[src/rtl/fault_pkg.sv]
// Shared definitions for the fault-sensing path: legal opcodes, fault-type
// encodings and the default stuck-PC limit.
package fault_pkg;

   localparam logic [6:0] OP_R_TYPE = 7'b0110011;
   localparam logic [6:0] OP_I_ALU  = 7'b0010011;
   localparam logic [6:0] OP_LOAD   = 7'b0000011;
   localparam logic [6:0] OP_STORE  = 7'b0100011;
   localparam logic [6:0] OP_BRANCH = 7'b1100011;
   localparam logic [6:0] OP_JAL    = 7'b1101111;
   localparam logic [6:0] OP_JALR   = 7'b1100111;
   localparam logic [6:0] OP_LUI    = 7'b0110111;
   localparam logic [6:0] OP_AUIPC  = 7'b0010111;
   localparam logic [6:0] OP_SYSTEM = 7'b1110011;
   localparam logic [6:0] OP_FENCE  = 7'b0001111;

   typedef enum logic [1:0] {
      FAULT_NONE     = 2'b00,
      FAULT_MINOR    = 2'b01,
      FAULT_CRITICAL = 2'b10
   } fault_type_e;

   localparam int STUCK_LIMIT_DEFAULT = 16;

   function automatic logic opcode_is_legal(input logic [6:0] op);
      case (op)
         OP_R_TYPE, OP_I_ALU, OP_LOAD, OP_STORE, OP_BRANCH, OP_JAL,
         OP_JALR, OP_LUI, OP_AUIPC, OP_SYSTEM, OP_FENCE: return 1'b1;
         default:                                        return 1'b0;
      endcase
   endfunction

endpackage

[src/rtl/opcode_legality_checker.sv]
// Combinational legality test of an instruction word; shared with the
// decoder's assertion checks.
module opcode_legality_checker
   import fault_pkg::*;
#(
   parameter int XLEN = 32
) (
   input  logic [XLEN-1:0] instr,
   output logic            illegal
);

   // Only the opcode field matters; the upper bits are deliberately ignored.
   logic unused_upper;
   assign unused_upper = ^instr[XLEN-1:7];

   assign illegal = (instr[1:0] != 2'b11) || !opcode_is_legal(instr[6:0]);

endmodule

[src/rtl/fault_detector.sv]
// Per-cycle fault sensing: illegal opcode, inconsistent control, stalled PC,
// plus first-fault PC capture. Stalled-PC watchdog built only with FAULT_DETECT_STUCK_EN.
module fault_detector
   import fault_pkg::*;
#(
   parameter int STUCK_LIMIT = STUCK_LIMIT_DEFAULT,
   parameter int XLEN        = 32
) (
   input  logic            clk,
   input  logic            reset,
   input  logic            instr_valid,
   input  logic [XLEN-1:0] instr,
   input  logic            reg_write,
   input  logic            mem_write,
   input  logic            mem_read,
   input  logic            branch,
   input  logic            jump,
   input  logic            pc_write,
   input  logic [XLEN-1:0] pc_current,
   input  logic            fault_mask,
   input  logic            fault_clear,
   output logic            illegal_opcode,
   output logic            invalid_control,
   output logic            stuck_at_fault,
   output logic            fault_valid,
   output logic [XLEN-1:0] fault_pc
);

   logic            illegal_raw;
   logic            illegal_hit;
   logic            invalid_hit;
   logic            stuck_hit;
   logic            any_hit;
   logic            illegal_opcode_reg;
   logic            invalid_control_reg;
   logic            stuck_at_fault_reg;
   logic            fault_valid_reg;
   logic [XLEN-1:0] fault_pc_reg;

   opcode_legality_checker #(.XLEN(XLEN)) u_opcode_check (
      .instr   (instr),
      .illegal (illegal_raw)
   );

   assign illegal_hit = instr_valid & illegal_raw & ~fault_mask;
   assign invalid_hit = instr_valid & ~fault_mask &
                        ((mem_write & mem_read) | (mem_write & reg_write) | (branch & jump));

`ifdef FAULT_DETECT_STUCK_EN
   localparam int CNT_W = $clog2(STUCK_LIMIT + 1);

   logic [CNT_W-1:0] stuck_cnt_reg;
   logic [CNT_W-1:0] stuck_cnt_next;
   logic [XLEN-1:0]  pc_prev_reg;

   always_comb begin
      stuck_cnt_next = '0;
      if (!fault_mask && instr_valid && pc_write && (pc_current == pc_prev_reg)) begin
         if (stuck_cnt_reg == CNT_W'(STUCK_LIMIT))
            stuck_cnt_next = stuck_cnt_reg;
         else
            stuck_cnt_next = stuck_cnt_reg + CNT_W'(1);
      end
   end

   // Flag tracks the counter value it registers alongside, so it is high in
   // the cycle right after the counter's STUCK_LIMIT-th repeat.
   assign stuck_hit = (stuck_cnt_next == CNT_W'(STUCK_LIMIT));

   always_ff @(posedge clk) begin
      if (reset) begin
         stuck_cnt_reg <= '0;
         pc_prev_reg   <= '0;
      end else begin
         stuck_cnt_reg <= stuck_cnt_next;
         pc_prev_reg   <= pc_current;
      end
   end
`else
   localparam int unused_stuck_limit = STUCK_LIMIT;
   logic unused_stuck_inputs;
   assign unused_stuck_inputs = pc_write;
   assign stuck_hit = 1'b0;
`endif

   assign any_hit = illegal_hit | invalid_hit | stuck_hit;

   always_ff @(posedge clk) begin
      if (reset) begin
         illegal_opcode_reg  <= 1'b0;
         invalid_control_reg <= 1'b0;
         stuck_at_fault_reg  <= 1'b0;
         fault_valid_reg     <= 1'b0;
         fault_pc_reg        <= '0;
      end else begin
         illegal_opcode_reg  <= illegal_hit;
         invalid_control_reg <= invalid_hit;
         stuck_at_fault_reg  <= stuck_hit;
         // A clear in the same cycle as a new fault re-arms and captures it.
         if (any_hit && (!fault_valid_reg || fault_clear)) begin
            fault_valid_reg <= 1'b1;
            fault_pc_reg    <= pc_current;
         end else if (fault_clear) begin
            fault_valid_reg <= 1'b0;
         end
      end
   end

   assign illegal_opcode  = illegal_opcode_reg;
   assign invalid_control = invalid_control_reg;
   assign stuck_at_fault  = stuck_at_fault_reg;
   assign fault_valid     = fault_valid_reg;
   assign fault_pc        = fault_pc_reg;

endmodule

[config.mk]
export PLATFORM = sky130hd
export DESIGN_NAME = fault_detector
export DESIGN_NICKNAME = d
export VERILOG_FILES = /design/src/rtl/fault_pkg.sv /design/src/rtl/opcode_legality_checker.sv /design/src/rtl/fault_detector.sv
export SDC_FILE = /design/constraint.sdc
export NUM_CORES = 1
export LEC_CHECK = 0
export ABC_AREA = 1
export ABC_CLOCK_PERIOD_IN_PS = 1250
export CAP_MARGIN = 0
export CORE_AREA = 5 5 75 77
export DETAILED_ROUTE_END_ITERATION = 8
export DIE_AREA = 0 0 80 82
export PLACE_DENSITY_LB_ADDON = 0.15
export SLEW_MARGIN = 20
export SYNTH_ARGS = -nofsm -noshare
export SYNTH_HDL_FRONTEND = slang
export SYNTH_SLANG_ARGS = --single-unit
export TNS_END_PERCENT = 50
[constraint.sdc]
create_clock -name clk -period 1.25 [get_ports clk]
set_input_delay 0.1875 -clock clk [delete_from_list [all_inputs] [get_ports clk]]
set_output_delay 0.1875 -clock clk [all_outputs]
set_load 0.02 [all_outputs]
After elaboration in Yosys (flattened, before gate mapping). Cells that the tools add are included.

Register bits after elaboration: 35. Latch bits: 0. Bits in writable memories: 0. Memory bits (read-only): 0. Bits of input ports: 75. Output and inout port bits: 36. Word-level logic and storage cells: 37. Memories: 0.

Add/subtract/negate cells: 0. Multiply operators: 0. Divide/modulo/power cells: 0. $lt $le $gt $ge: 0. Equality and inequality tests: 12. Shifts and indexed selects: 0. Mux-type cells: 3. Bitwise gates (word level): 11. Reductions and logical operators: 7.

Operator list (number): $eq A7 B7 Y1 const B (4); $eq A7 B6 Y1 const B (3); $eq A7 B5 Y1 const B (2); $reduce_or A11 Y1 (1); $and A1 B1 Y1 (7); $eq A7 B2 Y1 const B (1); $eq A7 B4 Y1 const B (1); $mux W1 (3); $or A1 B1 Y1 (3); $logic_not A1 Y1 (2); $logic_or A1 B1 Y1 (2); $ne A2 B2 Y1 const B (1); $reduce_bool A2 Y1 (1); $logic_and A1 B1 Y1 (1); $not A1 Y1 (1).

Longest topological paths before layout. Gate-level depths: netlist of run 1.

Word-level depth: 10. Gate-level depth with buffers: 12. Gate-level depth less buffers: 10.

Modules after synthesis. A second synthesis of run 1 with hierarchy kept.

Cell total of the unflattened synthesis: 243. Area total of the unflattened synthesis: 1632.8 µm².

Modules (own cells, without submodules): fault_detector (times used 1, cells an instance 230, area each 1574.0 µm², seq. area each 700.7 µm²); opcode_legality_checker (times used 1, cells an instance 13, area each 58.8 µm², seq. area each 0.0 µm²).

Worst setup path before layout of run 1. No wires, ideal clock.

Path type: flip-flop to flip-flop. Start: register fault_valid_reg, in the netlist fault_valid. End: register fault_pc_reg[16], in the netlist fault_pc[16]. Setup time: 0.115 ns. Arrival time: 1.101 ns. Data required time: 1.135 ns. Path slack: 0.034 ns. Cell stages (with the launch flop): 8. Buffers on the path: 1. Period minus slack after synthesis: 1.216 ns. Cells stage by stage: dfxtp_1 > inv_1 > nor2_1 > inv_2 > buf_1 > nand3_1 > nand2_1 > nor2_1.

Cells in the longest elaborated chain, start to end: 3.

Ends and longest elaborated chain: start, declared (RTL line fault_detector.sv:37) `logic fault_valid_reg;`; start signal, assigned (RTL line fault_detector.sv:93) `fault_valid_reg <= 1'b0;`; start signal, assigned (RTL line fault_detector.sv:101) `fault_valid_reg <= 1'b1;`; start signal, assigned (RTL line fault_detector.sv:104) `fault_valid_reg <= 1'b0;`; $logic_not A1 Y1 (RTL line fault_detector.sv:100) `if (any_hit && (!fault_valid_reg || fault_clear)) begin`; $logic_or A1 B1 Y1 (RTL line fault_detector.sv:100); $logic_and A1 B1 Y1 (RTL line fault_detector.sv:100); end signal, assigned (RTL line fault_detector.sv:102) `fault_pc_reg <= pc_current;`; end, declared (RTL line fault_detector.sv:38) `logic [XLEN-1:0] fault_pc_reg;`.

Every way passes these cells. A chain may end at the register's enable or synchronous reset.

Worst setup path after layout of run 1.
Start: register fault_pc_reg[18], in the netlist fault_pc[18]. End: output port fault_pc[18].

RTL lines: end, declared (RTL line fault_detector.sv:26) `output logic [XLEN-1:0] fault_pc`.

No word-level cell between the ends.

==> key figures, run 1 <==
CTS
  – Clk sinks: 35
  – H-Tree Depth: 2
  – Hold buffer count at cts: 0
  – Clock root cell: clkbuf_8
  – CTS Buf Count: 5
  – Clk_lat worst skew: 0.28 ns
  – CTS tree: done
  – Clk slew on worst S/H paths: 0.07 ns
  – CTS Buffer Depth: 2

Yosys
  – Most frequent cell after synthesis: nand2_1
  – Area of the mapped netlist: 1690 µm²
  – Cell taking the most area after synthesis: dfxtp_1
  – Top FF cell, synth: dfxtp_1
  – Yosys cell types: 17
  – Syn avg cell area: 6.99 µm²
  – Net count after synthesis: 317
  – Top post-synthesis cells by area: dfxtp_1 41%, a21oi_1 9.8%, nand2_1 8.9%, nor2_1 8.7%, inv_1 8.2%
  – Post-synthesis instance total: 242
  – Ys Warns: 0
  – Post-synthesis sequential area ratio: 0.415
  – #FFs+latches synth: 35
  – Area share of the largest cell type after synthesis: 0.415
  – Ys async rst share: 0
  – Post-synth top cells: 40 x nand2_1, 39 x nor2_1, 37 x inv_1
  – EDFF count, synth: 0

Detailed routing
  – Vias per cell: 4.39
  – DRC errors left: 0
  – WL final: 4.67 mm
  – Per-cell routed wire length: 11.6 µm
  – Detailed-route via count: 1,771
  – Iteration-0 DRC Markers: 51
  – Drt pass-1 iters: 4
  – Final ANT Viol Nets: 0

Finish
  – Multi-input logic area: 818 µm²
  – Layout cells sized above 1: 0.186
  – Area grow syn2layout: 73.9%
  – Largest register FFs: 32
  – Design area: 2940 µm²
  – Nets: 407
  – N_diodes: 0
  – Fillers: 494
  – Reg area: 701 µm²
  – Layout Cells excl Fill: 403

Pwr
  – VDD IR max: 0.759 mV
  – Pwr per Cell Area: 1110 nW/µm²
  – P_leak: 1.53 nW

Setup path
  – Crit end category: output port
  – Crit Path Category: flop to output port
  – CP peak stage delay: 0.38 ns
  – Critical path data required time: 1.06 ns
  – CP Buf/Inv Count: 1
  – Crit path launch type: flop
  – WP data arrival: 1.01 ns
  – Family with the most delay on the worst path: flip-flops
  – Critical-path top delay cell: dfxtp_1
  – CP Max Fanout: 2
  – CP Cell Sequence: dlygate4sd2_1
  – R2R setup slack: 0.11 ns

STA
  – Crit path time final: 1.20 ns
  – Fmax: 0.836 GHz
  – Final Cycle Share: 0.957
  – Worst hold slack: 0.452 ns
  – Final Hold Viols: 0
  – Clock skew: 0.00371 ns
  – Total negative slack: 0 ns
  – Final setup violation count: 0
  – Final worst setup slack: 0.0539 ns
  – Slew Limit Fails: 0

Place
  – Final RePlAce weighted congestion: 0.714
  – DP Area: 2610 µm²
  – Dpl hpwl: 2.97 mm
  – Place WS: -0.455 ns
  – Placed Cells: 385
  – PortBufs: 83

Global route
  – Vias in the first global route: 1,595
  – GR Overflow Total: 0
  – Largest net degree at the start of global routing: 35
  – GRT Total Usage: 0.135
  – First-pass GRT wire length: 6.97 mm
  – Initial antenna violation count: 0

Outcome
  – Outcome: completed

Floorplanning
  – Die ar.: 6560 µm²
  – Die Y: 82 µm
  – Die Wd: 80 µm
  – IO Pins: 111
  – Core ar.: 4940 µm²
  – Initial Util: 0.342
  – Site Rows: 26

Run
  – Max_cap viols: 0

Hold path
  – Tightest Hold Check Type: primary input to flop
report_power, final:
group          internal, mW  leakage, nW  total [mW]  switching, mW
registers              1.22        0.289        1.27         0.0531
logic                 0.471         1.18       0.943          0.472
clock network         0.645       0.0612        1.05          0.403
total                  2.33         1.53        3.26          0.928
layer usage:
| layer | global-route usage | part of all wire | vias up |
|---|---|---|---|
| met3 | 0.0439 | 0.082 | 5 |
| li1 | - | - | 923 |
| met4 | 0.0456 | 0.0077 | 0 |
| met1 | 0.148 | 0.42 | 784 |
| met2 | 0.243 | 0.49 | 59 |
| met5 | 0 | 0 | - |
repair_timing:
item | 4_1_cts | 5_1_grt
endpoints found under the setup margin | 68 | 33
setup buffers | 4 | 3
pin swaps | 9 | 10
cloned | 3 | 2
resized for setup | 51 | 30
kinds of logic (layout without fill, tap and decap cells):
family	count (synthesis)	after routing	share of synthesized area
AO/OA/AOI/OAI	36	36	0.108
buffers and inverters	56	147	0.156
flip-flops	35	35	0.415
other	1	1	0.00222
AND/OR/NAND/NOR	114	114	0.319
placed cells by master, fill, tap and decap left out, drive strengths merged:
| cell type | synthesis | routed |
|---|---|---|
| inv | 39 | 39 |
| nand2 | 42 | 42 |
| clkdlybuf4s50 | 0 | 36 |
| dfxtp | 35 | 35 |
| clkinv | 0 | 1 |
| conb | 1 | 1 |
| buf | 14 | 15 |
| a21oi | 33 | 33 |
| o21ai | 2 | 2 |
| clkbuf | 3 | 10 |
| dlymetal6s2s | 0 | 5 |
| nor2 | 39 | 39 |
| dlygate4sd2 | 0 | 40 |
| bufinv | 0 | 1 |
| o21bai | 1 | 1 |
| nand3 | 33 | 33 |
path summary, 6_finish.rpt:
| check | startpoint | cells after the start | to |
|---|---|---|---|
| max | fault_pc[18] | 1 | fault_pc[18] |
| min | fault_mask | 6 | invalid_control |
| max reg2reg | fault_valid | 6 | fault_pc[23] |
| min reg2reg | fault_pc[8] | 2 | fault_pc[8] |
worst min-delay path, delay by kind of cell:
| kind | cells | cell delay (ns) |
|---|---|---|
| buf+inv | 3 | 0.32 |
| simple gates | 3 | 0.19 |
through the flow:
| stage | power (mW) | utilization |
|---|---|---|
| floorplan | 1.76 | - |
| global placement | 2.17 | 0.527 |
| detailed placement | 2.18 | 0.527 |
| CTS | 3.25 | 0.572 |
| global route | 3.44 | 0.594 |
| finish | 3.26 | 0.594 |
cell type report:
class | count | area share
clock inverters | 2 | 0.0119
clock buffers | 6 | 0.0281
inverters | 39 | 0.0498
multi-input cells | 151 | 0.278
flip-flops and latches | 35 | 0.238
repair buffers | 100 | 0.364
well taps | 70 | 0.0298
(Power assumes the default switching activity.)
==> run 2, diff against run 1 <==
- CAP_MARGIN: 0 -> default
- CORE_AREA: 5 5 75 77 -> 5 5 62 64
- DIE_AREA: 0 0 80 82 -> 0 0 67 69
- DONT_BUFFER_PORTS: default -> 1
==> run 2 against run 1 <==
Critical path depth up 5. Worst setup slack better by 0.14 ns. Largest cell class is now multi-input combinational cells. Sequential power is 11% higher. Global-route usage grew 1.3 points. First-iteration DRC count up 29%. Non-clock buffer count down 92. Combinational power decreased by 59%. Sequential share of layout area rose by 15 points. Worst hold slack got worse by 0.41 ns.
==> key figures, run 2 (synthesis results as in run 1) <==
Floorplanning
  – Die ar.: 4620 µm² (-30%)
  – Core ar.: 3230 µm² (-35%)
  – Die Y: 69 µm (-16%)
  – IO Pins: 111 (unchanged)
  – Initial Util: 0.523 (+0.181)
  – Die Wd: 67 µm (-16%)
  – Site Rows: 21 (-19%)

Finish
  – Layout cells sized above 1: 0.137 (-0.0493)
  – Commonest non-fill, non-tap cell in the layout: nand2_1
  – Largest register FFs: 32 (unchanged)
  – Area grow syn2layout: 6.37%
  – N_diodes: 0 (unchanged)
  – Most frequent cells in the layout: 40 x nand2_1, 38 x nor2_1, 37 x inv_1
  – Fillers: 351 (-29%)
  – Nets: 315 (-23%)

Detailed routing
  – Vias per cell: 4.85 (+10%)
  – DRC errors left: 0 (unchanged)
  – Per-cell routed wire length: 11.7 µm (+1.3%)
  – WL final: 3.37 mm (-28%)
  – Final ANT Viol Nets: 0 (unchanged)
  – Drt pass-1 iters: 4 (unchanged)
  – Iteration-0 DRC Markers: 66 (+29%)
  – Detailed-route via count: 1,392 (-21%)

Outcome
  – Outcome: completed

CTS
  – CTS tree: done
  – CTS Buffer Depth: 2 (unchanged)
  – H-Tree Depth: 2 (unchanged)
  – Clk_lat worst skew: 0.33 ns (+0.05 ns)
  – CTS Buf Count: 5 (unchanged)
  – Clock root cell: clkbuf_4
  – Clk sinks: 35 (unchanged)
  – Post-CTS Setup Inserts: 0 (-4)
  – Clk slew on worst S/H paths: 0.10 ns (+0.03 ns)

Setup path
  – CP Max Fanout: 34 (+32)
  – Reg2Reg Depth: 6 (unchanged)
  – FF-to-FF Start: fault_valid
  – Crit end category: flop
  – R2R setup slack: 0.19 ns (+0.08 ns)
  – Crit path launch type: flop
  – WP data arrival: 1.29 ns (+0.28 ns)
  – Setup crit end: fault_pc[26]
  – Crit Path Category: flop to flop
  – Worst R2R End: fault_pc[26]
  – Critical Path Source: fault_valid
  – Critical path data required time: 1.48 ns (+0.42 ns)

Pwr
  – VDD IR max: 0.618 mV (-19%)
  – Pwr per Cell Area: 1330 nW/µm² (+19%)
  – P_leak: 0.909 nW (-41%)

STA
  – Total negative slack: 0 ns (unchanged)
  – Slew Limit Fails: 0 (unchanged)
  – Final Cycle Share: 0.847 (-0.110)
  – Final setup violation count: 0 (unchanged)
  – Crit path time final: 1.06 ns (-0.137 ns)
  – Clock skew: 0.00374 ns (+0.0000325 ns)
  – RSZ-0062 raised after global routing: no
  – Final Hold Viols: 0 (unchanged)
  – Fmax: 0.944 GHz (+13%)
  – Final worst setup slack: 0.191 ns (+0.137 ns)

Place
  – Place WS: 0.0812 ns (+0.536 ns)
  – PortBufs: 0 (-100%)
  – Final RePlAce weighted congestion: 0.694 (-2.7%)
  – Dpl hpwl: 2.35 mm (-21%)

Global route
  – Largest net degree at the start of global routing: 37 (+5.7%)
  – GR Overflow Total: 0 (unchanged)
  – First-pass GRT wire length: 5.43 mm (-22%)
  – GRT Total Usage: 0.147 (+0.0127)
  – Initial antenna violation count: 0 (unchanged)
  – Vias in the first global route: 1,239 (-22%)

Hold path
  – Tightest Hold Check Type: primary input to flop

Run
  – Max_cap viols: 0 (unchanged)
## run 2: changes by cell type in the layout (fill, tap and decap cells not counted), moves of 3 or more
cell and delta:
a21oi_1 +9, dlygate4sd2_1 -40, clkdlybuf4s50_1 -36, nand2_1 +3, a21oi_2 -8, dlymetal6s2s_1 -5
clkbuf_8 -6, clkbuf_4 +5
## run 2: critical path, cell delays in order, from the launching register on
cell	delay [ns]
dfxtp_1	0.34
inv_1	0.05
nor2_2	0.11
inv_2	0.08
buf_12	0.17
a21oi_1	0.15
nor2_1	0.06
## run 2: worst min-delay path by stage
stage	start	endpoint	slack [ns]	depth (start not counted)
floorplan	reset	illegal_opcode	0.26	1
global placement	reset	illegal_opcode	0.26	1
detailed placement	reset	illegal_opcode	0.26	1
CTS	fault_mask	illegal_opcode	0.02	3
global route	fault_mask	illegal_opcode	0.03	3
finish	fault_mask	illegal_opcode	0.04	3
## run 2: what timing repair did
action,CTS,global route
gates resized for setup,0,1
hold endpoints to repair,2,0
hold buffers,1,0
setup endpoints to repair,0,8
## run 2: routing by layer
metal,up-vias,GRT usage,wire length [µm]
li1,739,-,-
met1,593,0.172,1410
met2,55,0.229,1530
met3,5,0.0471,368
met4,0,0.0878,65
met5,-,0,0
## run 2: stage by stage
| stage | area, µm² | cells | hold WS, ns | power, mW | util |
|---|---|---|---|---|---|
| after floorplan | 1690 | 242 | 0.260 | 1.76 | - |
| after global placement | 1730 | 278 | 0.263 | 1.82 | 0.536 |
| after detailed placement | 1730 | 278 | 0.264 | 1.83 | 0.536 |
| after CTS | 1800 | 287 | 0.0198 | 2.42 | 0.556 |
| after global routing | 1800 | 287 | 0.0345 | 2.55 | 0.556 |
| final | 1800 | 287 | 0.0368 | 2.38 | 0.556 |
## run 2: cell type report
cell class,instances,area (µm²),share of cell area
clock buffer,5,37.5,0.0209
sequential,35,701,0.390
clock inverter,3,15.0,0.00835
multi-input combinational,151,728,0.405
timing repair buffer,8,113,0.0626
tap,46,57.6,0.0320
inverter,39,146,0.0814
## run 2: report_power, final
group,switching (mW),internal [mW],leakage [nW],total [mW]
sequential,0.191,1.22,0.289,1.41
combinational,0.225,0.163,0.585,0.388
clock,0.376,0.209,0.0347,0.585
==> run 3, diff against run 2 <==
- ABC_CLOCK_PERIOD_IN_PS: 1250 -> 900
- clock period: 1.25 -> 0.9 ns (I/O delays scaled with it)
==> run 3 against run 2 <==
The run now ends with negative setup slack left. Clock skew is 0.0097 ns higher. Global-route usage is 3.8 points higher. Die area stayed put. Worst setup slack worse by 0.36 ns. Register-to-register slack worse by 0.36 ns. Clock-buffer cell count is 1 higher. Via count is 17% higher. Sequential power is 33% higher. Routed wire length is 24% higher. Critical path type is now flop to output port. Critical endpoint is now fault_valid. Largest cell class unchanged. Highest routed layer unchanged.
==> key figures, run 3 (synthesis results as in run 1) <==
Outcome
  – Outcome: finished, violations left
  – Failing checks: negative setup slack

STA
  – Final Cycle Share: 1.18
  – Clock skew: 0.0134 ns (+0.00965 ns)
  – RSZ-0062 raised after global routing: yes
  – Crit path time final: 1.07 ns
  – Final Hold Viols: 0 (unchanged)
  – Final worst setup slack: -0.166 ns (-0.357 ns)
  – Final setup violation count: 56 (+56)
  – Slew Limit Fails: 0 (unchanged)
  – Fmax: 0.938 GHz
  – Total negative slack: -5.64 ns (-5.64 ns)

Setup path
  – CP Buf/Inv Count: 2 (-1)
  – Worst R2R End: fault_pc[7]
  – Reg2Reg Depth: 6 (unchanged)
  – CP Cell Sequence: buf_6, buf_6
  – CP peak stage delay: 0.36 ns (+0.02 ns)
  – Crit end category: output port
  – FF-to-FF Start: fault_valid
  – WP data arrival: 0.93 ns (-0.36 ns)
  – Crit path launch type: flop
  – Crit Path Category: flop to output port
  – CP Max Fanout: 2 (-94%)
  – Family with the most delay on the worst path: flip-flops
  – Crit-path most repeated cell: buf_6
  – Critical path data required time: 0.76 ns (-0.72 ns)
  – Critical-path top delay cell: dfxtp_4
  – R2R setup slack: -0.17 ns (-0.36 ns)

Detailed routing
  – Per-cell routed wire length: 12.4 µm (+5.5%)
  – Iteration-0 DRC Markers: 106 (+61%)
  – Final ANT Viol Nets: 0 (unchanged)
  – Vias per cell: 4.82 (-0.58%)
  – Drt pass-1 iters: 4 (unchanged)
  – Detailed-route via count: 1,625 (+17%)
  – DRC errors left: 0 (unchanged)
  – WL final: 4.18 mm (+24%)

Floorplanning
  – Core ar.: 3230 µm² (unchanged)
  – Die Y: 69 µm (unchanged)
  – IO Pins: 111 (unchanged)
  – Site Rows: 21 (unchanged)
  – Initial Util: 0.523 (unchanged)
  – Die Wd: 67 µm (unchanged)
  – Die ar.: 4620 µm² (unchanged)

Global route
  – GR Overflow Total: 0 (unchanged)
  – GRT Total Usage: 0.185 (+0.0382)
  – Vias in the first global route: 1,534 (+24%)
  – Initial antenna violation count: 1 (+1)
  – First-pass GRT wire length: 6.71 mm (+23%)
  – Largest net degree at the start of global routing: 34 (-8.1%)

Pwr
  – Clock power frac: 0.323 (+0.077)
  – Pwr per Cell Area: 1700 nW/µm² (+29%)
  – Logic pwr share: 0.243 (+0.080)
  – Switching share of power: 0.282 (-0.0507)
  – Internal power: 3.10 mW (+95%)
  – Total power: 4.32 mW (+81%)
  – Seq pwr share: 0.434 (-0.158)
  – Switch Pwr: 1.22 mW (+54%)
  – VDD IR max: 0.931 mV (+51%)
  – P_leak: 1.22 nW (+34%)

CTS
  – CTS Buf Count: 5 (unchanged)
  – H-Tree Depth: 2 (unchanged)
  – CTS tree: done
  – CTS Buffer Depth: 2 (unchanged)
  – Clk slew on worst S/H paths: 0.11 ns (about the same)
  – Clk_lat worst skew: 0.34 ns (about the same)
  – Clk sinks: 35 (unchanged)
  – Clock root cell: clkbuf_4

Finish
  – Commonest non-fill, non-tap cell in the layout: nand2_1
  – Layout cells sized above 1: 0.393 (+0.256)
  – Layout Cells excl Fill: 337 (+17%)
  – Fillers: 231 (-34%)
  – Largest register FFs: 32 (unchanged)
  – Area grow syn2layout: 50.0%
  – Nets: 364 (+16%)
  – Most frequent cells in the layout: 40 x nand2_1, 38 x nor2_1, 35 x inv_1

Place
  – Dpl hpwl: 2.55 mm (+8.6%)
  – PortBufs: 0 (unchanged)
  – Final RePlAce weighted congestion: 0.705 (+1.5%)
  – Placed Cells: 307 (+10%)

Hold path
  – Hold Path Sink: fault_valid
  – Cell count of the worst hold path: 3 (unchanged)
  – HP Start: fault_clear
  – Tightest Hold Check Type: primary input to flop

Run
  – Max_cap viols: 0 (unchanged)
run 3: cell count changes in the layout (fill, tap and decap cells not counted), sizes merged:
cell,before,now
buf,7,37
bufinv,0,2
clkbuf,5,6
clkinv,3,0
diode,0,1
dlygate4sd3,1,20
run 3: what timing repair did:
item                                   in CTS  in global routing
gates cloned                                1                  0
gates resized for setup                    75                 10
endpoints found under the hold margin      22                  0
pin swaps                                   1                  0
hold buffers                               20                  0
setup endpoints to repair                  67                 63
setup buffers                               0                  0
run 3: final cells by class:
cell class | count | area [µm²] | share of cell area
sequential | 35 | 769 | 0.303
antenna | 1 | 2.50 | 0.000987
clock inverter | 2 | 60.1 | 0.0237
timing repair buffer | 57 | 666 | 0.262
multi-input combinational | 151 | 791 | 0.312
clock buffer | 6 | 41.3 | 0.0163
inverter | 39 | 149 | 0.0587
tap | 46 | 57.6 | 0.0227
run 3: how the worst max path moves through the flow:
stage                               to  cells after the start         from  slack, ns
final                      fault_valid                      2  fault_valid      -0.17
after global routing      fault_pc[26]                      7  fault_valid      -0.24
after CTS                  fault_valid                      2  fault_valid      -0.18
after detailed placement   fault_pc[3]                     11     instr[6]      -0.20
after global placement    fault_pc[31]                     11     instr[6]      -0.17
after floorplan           fault_pc[13]                      6  fault_valid      -0.15
run 3: power by group through the flow:
stage | registers [mW] | logic (mW) | clock network, mW
after floorplan | 1.97 | 0.494 | 0
after global placement | 1.86 | 0.851 | 0
after detailed placement | 1.86 | 0.863 | 0
after CTS | 1.87 | 1.03 | 1.43
after global routing | 1.89 | 1.15 | 1.48
final | 1.88 | 1.05 | 1.39
run 3: metal layers:
metal	vias up	global-route usage	wire, µm
met5	-	0	0
met4	0	0.0923	76
met1	724	0.206	1640
met3	8	0.0584	293
li1	839	-	-
met2	54	0.310	2160
run 3: through the flow:
stage	hold slack [ns]	worst slack (ns)	util	instance area [µm²]
after floorplan	0.207	-0.151	-	1730
after global placement	0.207	-0.173	0.614	1980
after detailed placement	0.208	-0.198	0.614	1980
after CTS	-0.0229	-0.184	0.774	2500
after global routing	0.0138	-0.241	0.785	2540
final	0.000539	-0.166	0.785	2540
run 3: worst reg2reg max path: stages (launching register included):
cell and delay (ns):
dfxtp_4 0.37, inv_2 0.04, nor2_4 0.10, inv_4 0.09
buf_12 0.16, a21oi_1 0.14, nor2_1 0.06
